==> src/rtl/turkey_gun_pkg.sv <==
// Shared types and default constants for the joystick-to-gun-crosshair
// controller. Positions are 6-bit absolute coordinates as consumed by the
// williams2 gun inputs.
package turkey_gun_pkg;

    typedef logic [5:0] gun_pos_t;

    // Per-axis movement state: IDLE (no direction), SLOW (initial divided
    // rate while the hold counter runs), FAST (accelerated rate).
    typedef enum logic [1:0] {
        AX_IDLE = 2'd0,
        AX_SLOW = 2'd1,
        AX_FAST = 2'd2
    } axis_state_t;

    // Resolved direction of one axis after cancelling opposing inputs.
    typedef enum logic [1:0] {
        DIR_NONE  = 2'd0,
        DIR_MINUS = 2'd1,
        DIR_PLUS  = 2'd2
    } dir_t;

    localparam int GUN_MAX_C    = 62;
    localparam int GUN_CENTER_C = 31;

endpackage

==> src/rtl/gun_axis.sv <==
// One crosshair axis: direction resolve, IDLE/SLOW/FAST acceleration FSM,
// rate divider and hold counters, clamped position register.
//
// Ports:
//   clk_i       system clock
//   rst_ni      synchronous active-low reset
//   tick_i      one-cycle movement strobe (already edge-detected)
//   recenter_i  snap to GUN_CENTER, FSM to IDLE; wins over tick_i
//   plus_i      increasing-coordinate input held (right / down)
//   minus_i     decreasing-coordinate input held (left / up)
//   pos_o       registered position
//   changed_o   combinational: pos_o will take a new value at the next edge
//   state_o     current FSM state (debug visibility)
module gun_axis
    import turkey_gun_pkg::*;
#(
    parameter int GUN_MAX     = GUN_MAX_C,
    parameter int GUN_CENTER  = GUN_CENTER_C,
    parameter int DIV_SLOW    = 3,
    parameter int DIV_FAST    = 1,
    parameter int ACCEL_TICKS = 16
) (
    input  logic        clk_i,
    input  logic        rst_ni,
    input  logic        tick_i,
    input  logic        recenter_i,
    input  logic        plus_i,
    input  logic        minus_i,
    output gun_pos_t    pos_o,
    output logic        changed_o,
    output axis_state_t state_o
);

    localparam int DIV_MAX = (DIV_SLOW > DIV_FAST) ? DIV_SLOW : DIV_FAST;
    localparam int DIV_W   = $clog2(DIV_MAX) + 1;
    localparam int HOLD_W  = $clog2(ACCEL_TICKS) + 1;

    localparam logic [DIV_W-1:0]  DIV_SLOW_LAST = DIV_W'(DIV_SLOW - 1);
    localparam logic [DIV_W-1:0]  DIV_FAST_LAST = DIV_W'(DIV_FAST - 1);
    localparam logic [HOLD_W-1:0] HOLD_LAST     = HOLD_W'(ACCEL_TICKS - 1);
    localparam gun_pos_t          POS_MAX       = gun_pos_t'(GUN_MAX);
    localparam gun_pos_t          POS_CENTER    = gun_pos_t'(GUN_CENTER);

    axis_state_t       state_q, state_d;
    dir_t              dir_q, dir_d;
    dir_t              dir_in;
    logic [DIV_W-1:0]  div_q, div_d;
    logic [HOLD_W-1:0] hold_q, hold_d;
    gun_pos_t          pos_q, pos_d;
    logic              step;

    // Holding both opposing inputs cancels to no movement.
    always_comb begin
        dir_in = DIR_NONE;
        if (plus_i && !minus_i) begin
            dir_in = DIR_PLUS;
        end else if (minus_i && !plus_i) begin
            dir_in = DIR_MINUS;
        end
    end

    always_comb begin
        state_d = state_q;
        dir_d   = dir_q;
        div_d   = div_q;
        hold_d  = hold_q;
        step    = 1'b0;

        if (recenter_i) begin
            state_d = AX_IDLE;
            dir_d   = DIR_NONE;
            div_d   = '0;
            hold_d  = '0;
        end else if (tick_i) begin
            case (state_q)
                AX_IDLE: begin
                    if (dir_in != DIR_NONE) begin
                        step    = 1'b1;
                        dir_d   = dir_in;
                        div_d   = '0;
                        hold_d  = '0;
                        state_d = AX_SLOW;
                    end
                end
                AX_SLOW, AX_FAST: begin
                    if (dir_in == DIR_NONE) begin
                        state_d = AX_IDLE;
                        dir_d   = DIR_NONE;
                        div_d   = '0;
                        hold_d  = '0;
                    end else if (dir_in != dir_q) begin
                        // Reversal responds immediately and restarts the ramp.
                        step    = 1'b1;
                        dir_d   = dir_in;
                        div_d   = '0;
                        hold_d  = '0;
                        state_d = AX_SLOW;
                    end else if (state_q == AX_SLOW) begin
                        if (div_q == DIV_SLOW_LAST) begin
                            step  = 1'b1;
                            div_d = '0;
                        end else begin
                            div_d = div_q + 1'b1;
                        end
                        // Promotion restarts the divider at the fast rate.
                        if (hold_q == HOLD_LAST) begin
                            state_d = AX_FAST;
                            div_d   = '0;
                        end else begin
                            hold_d = hold_q + 1'b1;
                        end
                    end else begin
                        if (div_q == DIV_FAST_LAST) begin
                            step  = 1'b1;
                            div_d = '0;
                        end else begin
                            div_d = div_q + 1'b1;
                        end
                    end
                end
                default: begin
                    state_d = AX_IDLE;
                    dir_d   = DIR_NONE;
                    div_d   = '0;
                    hold_d  = '0;
                end
            endcase
        end
    end

    // Steps at the playfield edges are swallowed; the FSM still advances.
    always_comb begin
        pos_d = pos_q;
        if (recenter_i) begin
            pos_d = POS_CENTER;
        end else if (step) begin
            if (dir_d == DIR_PLUS && pos_q < POS_MAX) begin
                pos_d = pos_q + 6'd1;
            end else if (dir_d == DIR_MINUS && pos_q != 6'd0) begin
                pos_d = pos_q - 6'd1;
            end
        end
    end

    always_ff @(posedge clk_i) begin
        if (!rst_ni) begin
            state_q <= AX_IDLE;
            dir_q   <= DIR_NONE;
            div_q   <= '0;
            hold_q  <= '0;
            pos_q   <= POS_CENTER;
        end else begin
            state_q <= state_d;
            dir_q   <= dir_d;
            div_q   <= div_d;
            hold_q  <= hold_d;
            pos_q   <= pos_d;
        end
    end

    assign pos_o     = pos_q;
    assign changed_o = (pos_d != pos_q);
    assign state_o   = state_q;

endmodule

==> src/rtl/turkey_gun_ctrl.sv <==
// Joystick to absolute gun crosshair converter feeding the williams2 gun
// inputs. Movement is paced by rising edges of the core's cnt_4ms level.
//
// Ports:
//   clk_sys     system clock (12 MHz domain)
//   reset_n     synchronous active-low reset
//   cnt_4ms     pacing level; each rising edge is one movement tick
//   joy_left/right/up/down  held directions (active high)
//   recenter    snap both axes to GUN_CENTER
//   gun_h       horizontal position, 0 = left edge
//   gun_v       vertical position, 0 = top edge
//   gun_update  one-cycle pulse in the first cycle a new position is visible
//   gun_state   debug: {vertical FSM state, horizontal FSM state}
module turkey_gun_ctrl
    import turkey_gun_pkg::*;
#(
    parameter int GUN_MAX     = GUN_MAX_C,
    parameter int GUN_CENTER  = GUN_CENTER_C,
    parameter int DIV_SLOW    = 3,
    parameter int DIV_FAST    = 1,
    parameter int ACCEL_TICKS = 16
) (
    input  logic       clk_sys,
    input  logic       reset_n,
    input  logic       cnt_4ms,
    input  logic       joy_left,
    input  logic       joy_right,
    input  logic       joy_up,
    input  logic       joy_down,
    input  logic       recenter,
    output logic [5:0] gun_h,
    output logic [5:0] gun_v,
    output logic       gun_update,
    output logic [3:0] gun_state
);

    logic        cnt_4ms_q;
    logic        tick;
    logic        h_changed, v_changed;
    logic        update_q, update_d;
    axis_state_t h_state, v_state;

    assign tick     = cnt_4ms & ~cnt_4ms_q;
    // Simultaneous H and V moves share one pulse.
    assign update_d = h_changed | v_changed;

    gun_axis #(
        .GUN_MAX    (GUN_MAX),
        .GUN_CENTER (GUN_CENTER),
        .DIV_SLOW   (DIV_SLOW),
        .DIV_FAST   (DIV_FAST),
        .ACCEL_TICKS(ACCEL_TICKS)
    ) u_axis_h (
        .clk_i     (clk_sys),
        .rst_ni    (reset_n),
        .tick_i    (tick),
        .recenter_i(recenter),
        .plus_i    (joy_right),
        .minus_i   (joy_left),
        .pos_o     (gun_h),
        .changed_o (h_changed),
        .state_o   (h_state)
    );

    gun_axis #(
        .GUN_MAX    (GUN_MAX),
        .GUN_CENTER (GUN_CENTER),
        .DIV_SLOW   (DIV_SLOW),
        .DIV_FAST   (DIV_FAST),
        .ACCEL_TICKS(ACCEL_TICKS)
    ) u_axis_v (
        .clk_i     (clk_sys),
        .rst_ni    (reset_n),
        .tick_i    (tick),
        .recenter_i(recenter),
        .plus_i    (joy_down),
        .minus_i   (joy_up),
        .pos_o     (gun_v),
        .changed_o (v_changed),
        .state_o   (v_state)
    );

    always_ff @(posedge clk_sys) begin
        if (!reset_n) begin
            cnt_4ms_q <= 1'b0;
            update_q  <= 1'b0;
        end else begin
            cnt_4ms_q <= cnt_4ms;
            update_q  <= update_d;
        end
    end

    assign gun_update = update_q;
    assign gun_state  = {v_state, h_state};

endmodule

==> config.mk <==
export PLATFORM = sky130hd
export DESIGN_NAME = turkey_gun_ctrl
export DESIGN_NICKNAME = d
export VERILOG_FILES = /design/src/rtl/turkey_gun_pkg.sv /design/src/rtl/gun_axis.sv /design/src/rtl/turkey_gun_ctrl.sv
export SDC_FILE = /design/constraint.sdc
export NUM_CORES = 1
export LEC_CHECK = 0
export CORE_MARGIN = 2
export CORE_UTILIZATION = 60
export DETAILED_ROUTE_END_ITERATION = 6
export DONT_BUFFER_PORTS = 1
export HOLD_SLACK_MARGIN = 0.08
export PLACE_DENSITY = 0.76
export SETUP_SLACK_MARGIN = 0.1
export SYNTH_ARGS = -nofsm -noshare
export SYNTH_HDL_FRONTEND = slang
export SYNTH_SLANG_ARGS = --single-unit
==> constraint.sdc <==
create_clock -name clk_sys -period 3.37 [get_ports clk_sys]
set_clock_uncertainty 0.2 [all_clocks]
set_input_delay 0.1685 -clock clk_sys [delete_from_list [all_inputs] [get_ports clk_sys]]
set_output_delay 0.1685 -clock clk_sys [all_outputs]
set_load 0.01 [all_outputs]
==> results of run 1 <==
## worst min-delay path by stage
| stage | from | end | slack (ns) | cells past startpoint |
|---|---|---|---|---|
| global route | recenter | u_axis_h.pos_o[4] | 0.14 | 4 |
| finish | cnt_4ms | u_axis_v.dir_q[0] | 0.12 | 3 |
| floorplan | reset_n | gun_update | 0.09 | 1 |
| CTS | recenter | u_axis_h.pos_o[4] | 0.09 | 4 |
| global placement | reset_n | gun_update | 0.09 | 1 |
| detailed placement | reset_n | gun_update | 0.1 | 1 |
## power by group
group / total, uW / switching [uW] / internal (uW) / leakage, uW
registers: 455 / 3.66 / 452 / 0.000308
clock network: 311 / 153 / 158 / 0.0000431
logic: 87.9 / 55.4 / 32.5 / 0.000785
total: 854 / 212 / 642 / 0.00114
## cell type report
class / instances / area share
flip-flops and latches: 38 / 0.278
clock buffers: 6 / 0.0300
repair buffers: 4 / 0.0146
multi-input cells: 248 / 0.618
well taps: 50 / 0.0227
inverters: 27 / 0.0369
## synth_stat cells (all sizes together) (3+ instances only)
cell type / instances
a21o: 3
a21oi: 25
a22oi: 4
and2: 3
and3: 9
clkbuf: 4
dfxtp: 38
ha: 28
inv: 27
mux2i: 4
nand2: 20
nand3: 11
nand3b: 8
nand4: 3
nor2: 35
nor2b: 4
nor3: 12
o21a: 4
o21ai: 20
o21bai: 3
or3: 6
xnor2: 4
xor2: 3
## sequential cells by signal (all words and copies together), names as in the netlist
name,flops
u_axis_h.hold_q,5
u_axis_v.state_o,2
u_axis_h.dir_q,2
cnt_4ms_q,1
u_axis_v.pos_o,6
u_axis_v.div_q,3
u_axis_v.dir_q,2
u_axis_v.hold_q,5
u_axis_h.div_q,3
u_axis_h.pos_o,6
gun_update,1
u_axis_h.state_o,2
## logic make-up after synthesis
kind of cell | synth area share
AOI/OAI and AO/OA | 0.222
adders and majority gates | 0.136
muxes | 0.0243
and+or+nand+nor | 0.249
xor gates and xnor gates | 0.0238
buffers and inverters | 0.0495
DFF | 0.295
## layer usage
layer / vias to the layer above / routed length (um)
met5: - / 0
met4: 0 / 65
met3: 6 / 199
met2: 38 / 2430
met1: 1053 / 2540
li1: 1155 / -
## worst min-delay path, stage by stage
cell and delay [ns]:
nand2b_1 0.16, o21ai_1 0.12, a21oi_1 0.12
## metrics by stage
| stage | std cells | util |
|---|---|---|
| detailed placement | 363 | 0.644 |
| global placement | 363 | 0.644 |
| finish | 373 | 0.678 |
| CTS | 373 | 0.674 |
| floorplan | 318 | - |
| global route | 373 | 0.678 |
## timing repair
item | CTS | global route
hold buffers | 4 | 0
endpoints found under the hold margin | 13 | 0
resized for setup | 0 | 6
endpoints found under the setup margin | 0 | 1
==> impl_results.md, run 1 <==
* Yosys top cell by area: dfxtp_1
* Required time worst endpoint at 3.40 ns
* Root buffer cell: clkbuf_8
* DIE HEIGHT at 69.5 um
* GP Congestion at 0.855
* Most frequent cells in the layout: dfxtp_1 (36), nor2_1 (35), ha_1 (28), inv_1 (27), a21oi_1 (25)
* Avg Inst Size Synth at 8.10 um2
* Gr usage total at 0.229
* Relative slew margins at 0.372
* Status: completed
* Final period utilization at 0.931
* Grt total ovfl at 0
* Area growth syn-to-layout at 6.75%
* Post-DRT Antenna Nets at 0
* CTS Buffer Depth at 2
* Top delay family on crit path: compound AO/OA/AOI/OAI gates
* Setup ws final at 0.234 ns
* Total power draw at 854 uW
* Setup crit end: gun_update
* Synth area leaders: dfxtp_1 (30%), ha_1 (14%), nor2_1 (5.1%)
* Final setup violation count at 0
* Crit-path cells: inv_1 -> ha_1 -> nor2b_1 -> o21bai_1 -> a22o_1 -> or3_4 -> o22ai_1 -> a21oi_1 -> o2bb2ai_1 -> dlygate4sd3_1
* Worst hold path class: primary input to flip-flop
* Cell Area, Placed at 2610 um2
* Total number of vias at 2252
* Final hold viol count at 0
* Final HPWL DP at 3820 um
* Worst ir drop on vdd at 318 uV
* Most common cell after layout, fill and taps aside: dfxtp_1
* Synth Instances at 318
* Worst hold-check slack at 0.125 ns
* Met2 Resource Use GR at 0.384
* Register area at 763 um2
* Initial antenna violation count at 0
* Vias in the first global route at 2198
* Post-route setup TNS at 0 ns
* R2R cell count at 10
* Multi-input logic area at 1700 um2
* Floorplan core area at 4060 um2
* Largest net degree at the start of global routing at 28
* Final Cell Area at 2750 um2
* Crit Reg-Reg Endpoint: gun_update
* Dpl ws at 0.530 ns
* Mapped Nets at 354
* Routed wire length at 5240 um
* Power per cell area at 311 nW/um2
* Worst R2R Start: u_axis_v.state_o[0]
* Total clock sinks at 38
* Worst-Margin Slew at 0.940 ns
* Critical path launch point type: flip-flop
* Number of max-cap violations at 0
* Crit Path Category: flip-flop to flip-flop
* Crit-path slowest cell: dlygate4sd3_1
* Fill cells at 346
* Met1 GRT Util at 0.293
* Wire length of the first global-routing pass at 9430 um
* Ys flop type: dfxtp_1
* WL per Instance at 14.1 um
* Antenna cells at 0
* Async set or reset register ratio after synthesis at 0
* Synth top area share at 0.295
* First-pass iteration count of the detailed router at 4
* Total CTS buffers at 5
* Netlist cell types at 61
* H-tree levels at 2
* Register area share after synthesis at 0.295
* Worst setup path startpoint: u_axis_v.state_o[0]
* # port buffers at 0
* Die W at 69.5 um
* Min Tclk post-route at 3.14 ns
* Crit path buf inv count at 2
* CP Max Fanout at 5
* Synth Register Bits at 38
* Critical path arrival at 3.16 ns
* DR iter-0 viols at 96
* Initial core utilization at 0.635
* Full die area at 4830 um2
* CTS tree: yes
* DR vias/cell at 6.04
* Fraction of layout cells with a size suffix above 1 at 0.0712
* Yosys warnings at 0
* Grt met3 use at 0.0610
* FF-to-FF setup slack at 0.23 ns
* Postcts setup bufs at 0
* Rows at 23
* Number of synthesized flops with an enable pin at 0
* Boundary pin count at 25
* Maximum clock frequency at 319 MHz
* CP endpoint kind: flip-flop
* Levels on crit path at 10
* Worst skew pair latency at 0.28 ns
* P_leak at 0.00114 uW
* Max-slew violations at 0
* Unrepaired setup endpoints after global routing: no
* CTS clk-pin slew, worst paths at 0.07 ns
* CP max stage delay at 0.57 ns
* Netlist Area Pre-Place at 2580 um2
* Drt drc at 0
* Busiest metal layer after global routing: met2
* Final Net Count at 360
(Power assumes the default switching activity.)
==> run 2: changes to the inputs <==
- SYNTH_HIERARCHICAL: default -> 1
==> run 2 against run 1 <==
- clock-buffer cell count up 1
- sequential share of layout area down 1.6 points
- register-to-register slack better by 0.36 ns
- power up 5.7%
- non-clock buffer count up 1
- critical endpoint is now u_axis_h/pos_o[5]
- largest cell class unchanged
- largest power group unchanged
==> impl_results.md, run 2 <==
* Cell Area, Placed at 2780 um2 (+6.4%)
* H-tree levels at 2 (unchanged)
* Final Net Count at 358 (-0.56%)
* Netlist Area Pre-Place at 2740 um2 (+6.3%)
* Critical path arrival at 2.81 ns (-0.35 ns)
* Worst R2R Start: u_axis_h/state_o[1]
* Worst skew pair latency at 0.29 ns (about the same)
* Avg Inst Size Synth at 8.69 um2 (+7.3%)
* Yosys warnings at 6 (+6)
* Final period utilization at 0.824 (-0.106)
* Floorplan core area at 4380 um2 (+8.0%)
* Unrepaired setup endpoints after global routing: no
* Routed wire length at 5540 um (+5.6%)
* Gr usage total at 0.237 (+0.00734)
* Async set or reset register ratio after synthesis at 0 (unchanged)
* Setup ws final at 0.592 ns (+0.358 ns)
* Final setup violation count at 0 (unchanged)
* Boundary pin count at 25 (unchanged)
* # port buffers at 0 (unchanged)
* Area growth syn-to-layout at 6.30%
* Crit Path Category: flip-flop to flip-flop
* Root buffer cell: clkbuf_8
* Full die area at 5120 um2 (+6.0%)
* Grt total ovfl at 0 (unchanged)
* Initial antenna violation count at 0 (unchanged)
* Setup crit end: u_axis_h/pos_o[5]
* CP endpoint kind: flip-flop
* GP Congestion at 0.910 (+6.4%)
* CP Max Fanout at 6 (+1)
* Wire length of the first global-routing pass at 9820 um (+4.2%)
* Netlist cell types at 70 (+15%)
* Final Cell Area at 2910 um2 (+5.9%)
* Rows at 24 (+4.3%)
* Synth cell count leaders: dfxtp_1 (38), nor2_1 (31), inv_1 (29)
* Required time worst endpoint at 3.40 ns (about the same)
* Number of max-cap violations at 0 (unchanged)
* Post-CTS Resized at 0 (unchanged)
* Maximum clock frequency at 360 MHz (+13%)
* Initial core utilization at 0.625 (-0.0102)
* FF-to-FF setup slack at 0.59 ns (+0.36 ns)
* Synth Instances at 315 (-0.94%)
* Crit Reg-Reg Endpoint: u_axis_h/pos_o[5]
* Count leader, synth: dfxtp_1
* Power per cell area at 310 nW/um2 (-0.17%)
* Ys flop type: dfxtp_1
* Total clock sinks at 38 (unchanged)
* Fraction of layout cells with a size suffix above 1 at 0.124 (+0.0526)
* Total number of vias at 2315 (+2.8%)
* Worst-Margin Slew at 0.524 ns (-0.416 ns)
* Worst hold path class: primary input to flip-flop
* Vias in the first global route at 2249 (+2.3%)
* Drt drc at 0 (unchanged)
* Synth top area share at 0.278 (-0.0175)
* R2R cell count at 8 (-2)
* DR vias/cell at 6.17 (+2.2%)
* Relative slew margins at 0.651 (+0.279)
* Final HPWL DP at 3990 um (+4.6%)
* CTS tree: yes
* DIE HEIGHT at 71.6 um (+2.9%)
* CTS clk-pin slew, worst paths at 0.08 ns (about the same)
* Number of synthesized flops with an enable pin at 0 (unchanged)
* Worst ir drop on vdd at 194 uV (-39%)
* Final hold viol count at 0 (unchanged)
* Mapped Nets at 351 (-0.85%)
* Status: completed
* Dpl ws at 0.610 ns (+0.0804 ns)
* Synth area leaders: dfxtp_1 (28%), ha_1 (13%), nor2_1 (4.2%)
* Yosys top cell by area: dfxtp_1
* First-pass iteration count of the detailed router at 4 (unchanged)
* Min Tclk post-route at 2.78 ns (-0.358 ns)
* Post-DRT Antenna Nets at 0 (unchanged)
* DR iter-0 viols at 135 (+41%)
* Worst setup path startpoint: u_axis_h/state_o[1]
* Most frequent cells in the layout: dfxtp_1 (38), nor2_1 (31), inv_1 (29), ha_1 (28), nand2_1 (16)
* Most common cell after layout, fill and taps aside: dfxtp_1
* WL per Instance at 14.8 um (+5.1%)
* Synth Register Bits at 38 (unchanged)
* Total CTS buffers at 5 (unchanged)
* Die W at 71.6 um (+2.9%)
* Critical path launch point type: flip-flop
* Post-route setup TNS at 0 ns (unchanged)
* Register area share after synthesis at 0.278 (-0.0175)
* P_leak at 0.00116 uW (+2.0%)
* Largest net degree at the start of global routing at 16 (-43%)
* Max-slew violations at 0 (unchanged)
* CTS Buffer Depth at 2 (unchanged)
* Total power draw at 903 uW (+5.7%)
* Antenna cells at 0 (unchanged)
-- run 2: changes by cell type after synthesis, sizes merged, moves of 3 or more --
cell / before / now
o21ai: 20 / 15
a211oi: 1 / 10
a31o: 1 / 4
nand3b: 8 / 4
o21a: 4 / 1
a21bo: 0 / 3
o21bai: 3 / 0
nand2: 20 / 16
and2: 3 / 7
mux2i: 4 / 11
nor3: 12 / 7
a21oi: 25 / 15
nor2: 35 / 31
xor2: 3 / 0
-- run 2: worst min-delay path by stage --
stage / start / to / slack, ns / cells after the start
2_1_floorplan: reset_n / gun_update / 0.09 / 1
3_3_place_gp: reset_n / gun_update / 0.09 / 1
3_5_place_dp: cnt_4ms / cnt_4ms_q / 0.09 / 1
4_1_cts: reset_n / u_axis_v/hold_q[3] / 0.08 / 2
5_1_grt: reset_n / u_axis_v/div_q[2] / 0.15 / 2
6_report: reset_n / u_axis_v/pos_o[5] / 0.10 / 2
-- run 2: cell type report --
class	instances	area [um2]
Clock buffer	7	86.3
Clock inverter	1	5.00
Fill cell	383	1470
Inverter	29	109
Multi-Input combinational cell	243	1840
Sequential cell	38	761
Tap cell	52	65.1
Timing Repair Buffer	5	47.5
-- run 2: per-stage QoR --
stage,std cells,hold WS (ns),util
finish,375,0.101,0.664
global route,375,0.147,0.664
CTS,375,0.0830,0.664
detailed placement,363,0.0933,0.634
global placement,363,0.0882,0.634
floorplan,315,0.0861,-
-- run 2: power by group --
| part | internal (uW) | switching (uW) | leakage, uW |
|---|---|---|---|
| Sequential | 452 | 3.98 | 0.000307 |
| Combinational | 45.8 | 71.6 | 0.000804 |
| Clock | 165 | 164 | 0.0000482 |
-- run 2: critical path: stages (launching register included) --
cell	delay, ns
dfxtp_1	0.46
inv_1	0.10
ha_1	0.30
nor2b_2	0.23
o221ai_1	0.22
a21bo_1	0.31
or4_4	0.50
a211oi_2	0.21
mux2i_1	0.19
-- run 2: kinds of logic (layout without fill, tap and decap cells) --
kind of cell	count (synthesis)	count (layout)	synth area share
adders and majority gates	28	28	0.128
and+or+nand+nor	115	115	0.237
buffers and inverters	34	42	0.0512
AOI/OAI and AO/OA	82	82	0.242
xor gates and xnor gates	5	5	0.0160
DFF	38	38	0.278
muxes	13	13	0.0484
-- run 2: timing repair --
item	CTS	global route
buffers inserted	0	0
hold buffers	4	0
hold endpoints to repair	14	0
-- run 2: per-layer routing --
layer,global-route usage,wire [um],part of all wire,vias up
met1,0.303,2640,0.48,1107
met5,0,0,0,-
met2,0.390,2610,0.47,33
met4,0.0964,80,0.014,0
met3,0.0492,205,0.037,8
li1,-,-,-,1167
==> run 3: changes to the inputs <==
- ABC_AREA: default -> 1
- clock period: 3.37 -> 2.64 ns (I/O delays scaled with it)
==> run 3 against run 2 <==
- clock power increased by 29%
- register-to-register slack got worse by 0.32 ns
- largest cell class unchanged
- die area increased by 5.2%
- cell area increased by 7.9%
- cell count increased by 34%
- sequential share of layout area decreased by 1.9 points
- non-clock buffer count increased by 5
- via count increased by 20%
- maximum frequency increased by 17%
- combinational power increased by 79%
- synthesized area increased by 5.5%
- largest power group unchanged
==> impl_results.md, run 3 <==
* Status: completed
* Mapped Nets at 467 (+33%)
* Gr usage total at 0.250 (+0.0131)
* Synth top area share at 0.263 (-0.0144)
* FF-to-FF setup slack at 0.27 ns (-0.32 ns)
* R2R cell count at 17 (+9)
* Root buffer cell: clkbuf_8
* Crit-path slowest cell: dfxtp_1
* Sequential fraction of design power at 0.481 (-0.024)
* Full die area at 5390 um2 (+5.2%)
* Post-route setup TNS at 0 ns (unchanged)
* Synth area leaders: dfxtp_1 (26%), ha_1 (12%), nand2_1 (12%)
* Total number of vias at 2770 (+20%)
* Synth Register Bits at 38 (unchanged)
* Worst ir drop on vdd at 277 uV (+43%)
* P_sw at 361 uW (+51%)
* Combinational share of power at 0.171 (+0.041)
* Worst hold path startpoint: recenter
* Final HPWL DP at 4890 um (+23%)
* Crit Path Category: flip-flop to flip-flop
* Final Cell Area at 3140 um2 (+7.9%)
* Netlist Area Pre-Place at 2890 um2 (+5.5%)
* Antenna cells at 0 (unchanged)
* Register area share after synthesis at 0.263 (-0.0144)
* CP most frequent cell: nand2_1
* Ys flop type: dfxtp_1
* CP max stage delay at 0.34 ns (-0.16 ns)
* Async set or reset register ratio after synthesis at 0 (unchanged)
* Worst hold-check slack at 0.103 ns (+0.00113 ns)
* Hold Crit Depth at 4 (+2)
* Total CTS buffers at 5 (unchanged)
* First-pass iteration count of the detailed router at 4 (unchanged)
* DR vias/cell at 5.52 (-11%)
* Internal at 858 uW (+29%)
* Largest net degree at the start of global routing at 14 (-2)
* Synth cell count leaders: nand2_1 (91), inv_1 (64), nor2_1 (49)
* Worst Hold End: u_axis_v/pos_o[3]
* Most common cell after layout, fill and taps aside: nand2_1
* Required time worst endpoint at 2.64 ns (-0.76 ns)
* Boundary pin count at 25 (unchanged)
* Clock power frac at 0.347 (-0.018)
* Area growth syn-to-layout at 8.70%
* Cell Area, Placed at 3000 um2 (+8.1%)
* Netlist cell types at 42 (-40%)
* CTS clk-pin slew, worst paths at 0.08 ns (about the same)
* Routed wire length at 6450 um (+16%)
* Count leader, synth: nand2_1
* Critical path launch point type: flip-flop
* Avg Inst Size Synth at 6.70 um2 (-23%)
* Sw frac at 0.296 (+0.0308)
* Synth Instances at 431 (+37%)
* DR iter-0 viols at 226 (+67%)
* Final setup violation count at 0 (unchanged)
* Floorplan core area at 4690 um2 (+7.0%)
* Unrepaired setup endpoints after global routing: no
* Final Net Count at 483 (+35%)
* Number of synthesized flops with an enable pin at 0 (unchanged)
* Crit Reg-Reg Endpoint: gun_update
* Max-slew violations at 0 (unchanged)
* Drt drc at 0 (unchanged)
* Yosys warnings at 6 (unchanged)
* Initial core utilization at 0.616 (-0.00898)
* GP Congestion at 0.950 (+4.4%)
* Crit-path cells: inv_1 -> ha_4 -> nand2_2 -> nand2_1 -> nand2_1 -> a21oi_4 -> nor2_8 -> inv_4 -> nand3_2 -> nand2_1 -> nand2_1 -> nand2_1 -> nand2_1 -> nor2_1 -> nand3_1 -> nor2_1 -> nor2_1
* Grt total ovfl at 0 (unchanged)
* Worst skew pair latency at 0.29 ns (about the same)
* Die W at 73.4 um (+2.6%)
* Initial antenna violation count at 0 (unchanged)
* Power per cell area at 388 nW/um2 (+25%)
* Critical path arrival at 2.37 ns (-0.44 ns)
* Final period utilization at 0.898 (+0.0732)
* Fraction of layout cells with a size suffix above 1 at 0.109 (-0.0145)
* Post-DRT Antenna Nets at 0 (unchanged)
* Total clock sinks at 38 (unchanged)
* CP Max Fanout at 8 (+2)
* Number of max-cap violations at 0 (unchanged)
* Worst hold path class: primary input to flip-flop
* Worst R2R Start: u_axis_v/state_o[0]
* Total power draw at 1220 uW (+35%)
* Wire length of the first global-routing pass at 10600 um (+8.4%)
* Most frequent cells in the layout: nand2_1 (91), inv_1 (64), nor2_1 (49), dfxtp_1 (38), a21oi_1 (31)
* Vias in the first global route at 2503 (+11%)
* WL per Instance at 12.8 um (-13%)
* Maximum clock frequency at 422 MHz (+17%)
* CTS tree: yes
* DIE HEIGHT at 73.4 um (+2.6%)
* Postcts setup bufs at 0 (unchanged)
* Final hold viol count at 0 (unchanged)
* Worst-Margin Slew at 0.697 ns (+0.173 ns)
* CP endpoint kind: flip-flop
* CTS Buffer Depth at 2 (unchanged)
* Rows at 25 (+4.2%)
* Yosys top cell by area: dfxtp_1
* P_leak at 0.00146 uW (+26%)
* Relative slew margins at 0.535 (-0.115)
* H-tree levels at 2 (unchanged)
* Min Tclk post-route at 2.37 ns (-0.409 ns)
* # port buffers at 0 (unchanged)
## run 3: cell families (layout without fill, tap and decap cells)
group / count (synthesis) / in the layout / share of synthesized area
DFF: 38 / 38 / 0.263
adders and majority gates: 28 / 28 / 0.121
buffers and inverters: 72 / 89 / 0.0996
AOI/OAI and AO/OA: 76 / 76 / 0.157
and+or+nand+nor: 211 / 211 / 0.341
xor gates and xnor gates: 6 / 6 / 0.0182
## run 3: per-layer routing
layer / global-route usage / routed length (um) / vias to the layer above
li1: - / - / 1429
met1: 0.332 / 3120 / 1271
met2: 0.404 / 2970 / 65
met3: 0.0535 / 308 / 5
met4: 0.0808 / 51 / 0
met5: 0 / 0 / -
## run 3: repair_timing
item | CTS | global route
gates resized for setup | 0 | 2
hold buffers | 3 | 0
hold endpoints to repair | 30 | 0
setup endpoints to repair | 0 | 1
## run 3: per-stage QoR
stage	cells	util	setup WS [ns]
after floorplan	431	-	0.284
after global placement	491	0.640	0.340
after detailed placement	491	0.640	0.267
after CTS	502	0.666	0.113
after global routing	502	0.669	0.0960
final	502	0.669	0.270
## run 3: how the worst max path moves through the flow
stage | endpoint | slack (ns) | depth (start not counted) | start
final | gun_update | 0.27 | 17 | u_axis_v/state_o[0]
after global routing | gun_update | 0.1 | 17 | u_axis_v/state_o[0]
after CTS | gun_update | 0.11 | 16 | recenter
after detailed placement | gun_update | 0.27 | 17 | u_axis_v/state_o[0]
after global placement | gun_update | 0.34 | 17 | u_axis_v/state_o[0]
after floorplan | gun_update | 0.28 | 16 | cnt_4ms_q
## run 3: final cells by class
cell class              instances  area [um2]
multi-input cells             321        1850
fillers                       443        1550
flip-flops and latches         38         761
inverters                      71         283
clock buffers                   7        86.3
repair buffers                 10        85.1
well taps                      54        67.6
clock inverters                 1        5.00
## run 3: power by group through the flow
stage | clock network [uW] | logic [uW] | registers [uW]
floorplan | 0 | 157 | 601
global placement | 0 | 191 | 600
detailed placement | 0 | 195 | 600
CTS | 437 | 205 | 587
global route | 456 | 234 | 588
finish | 424 | 209 | 587
## run 3: worst max-delay path: cells and delay by family, from the launching register on
kind,cells,cell delay (ns)
simple gates,13,0.96
fa+ha+maj,1,0.29
flops,1,0.34
compound gates,1,0.28
buf+inv,2,0.19
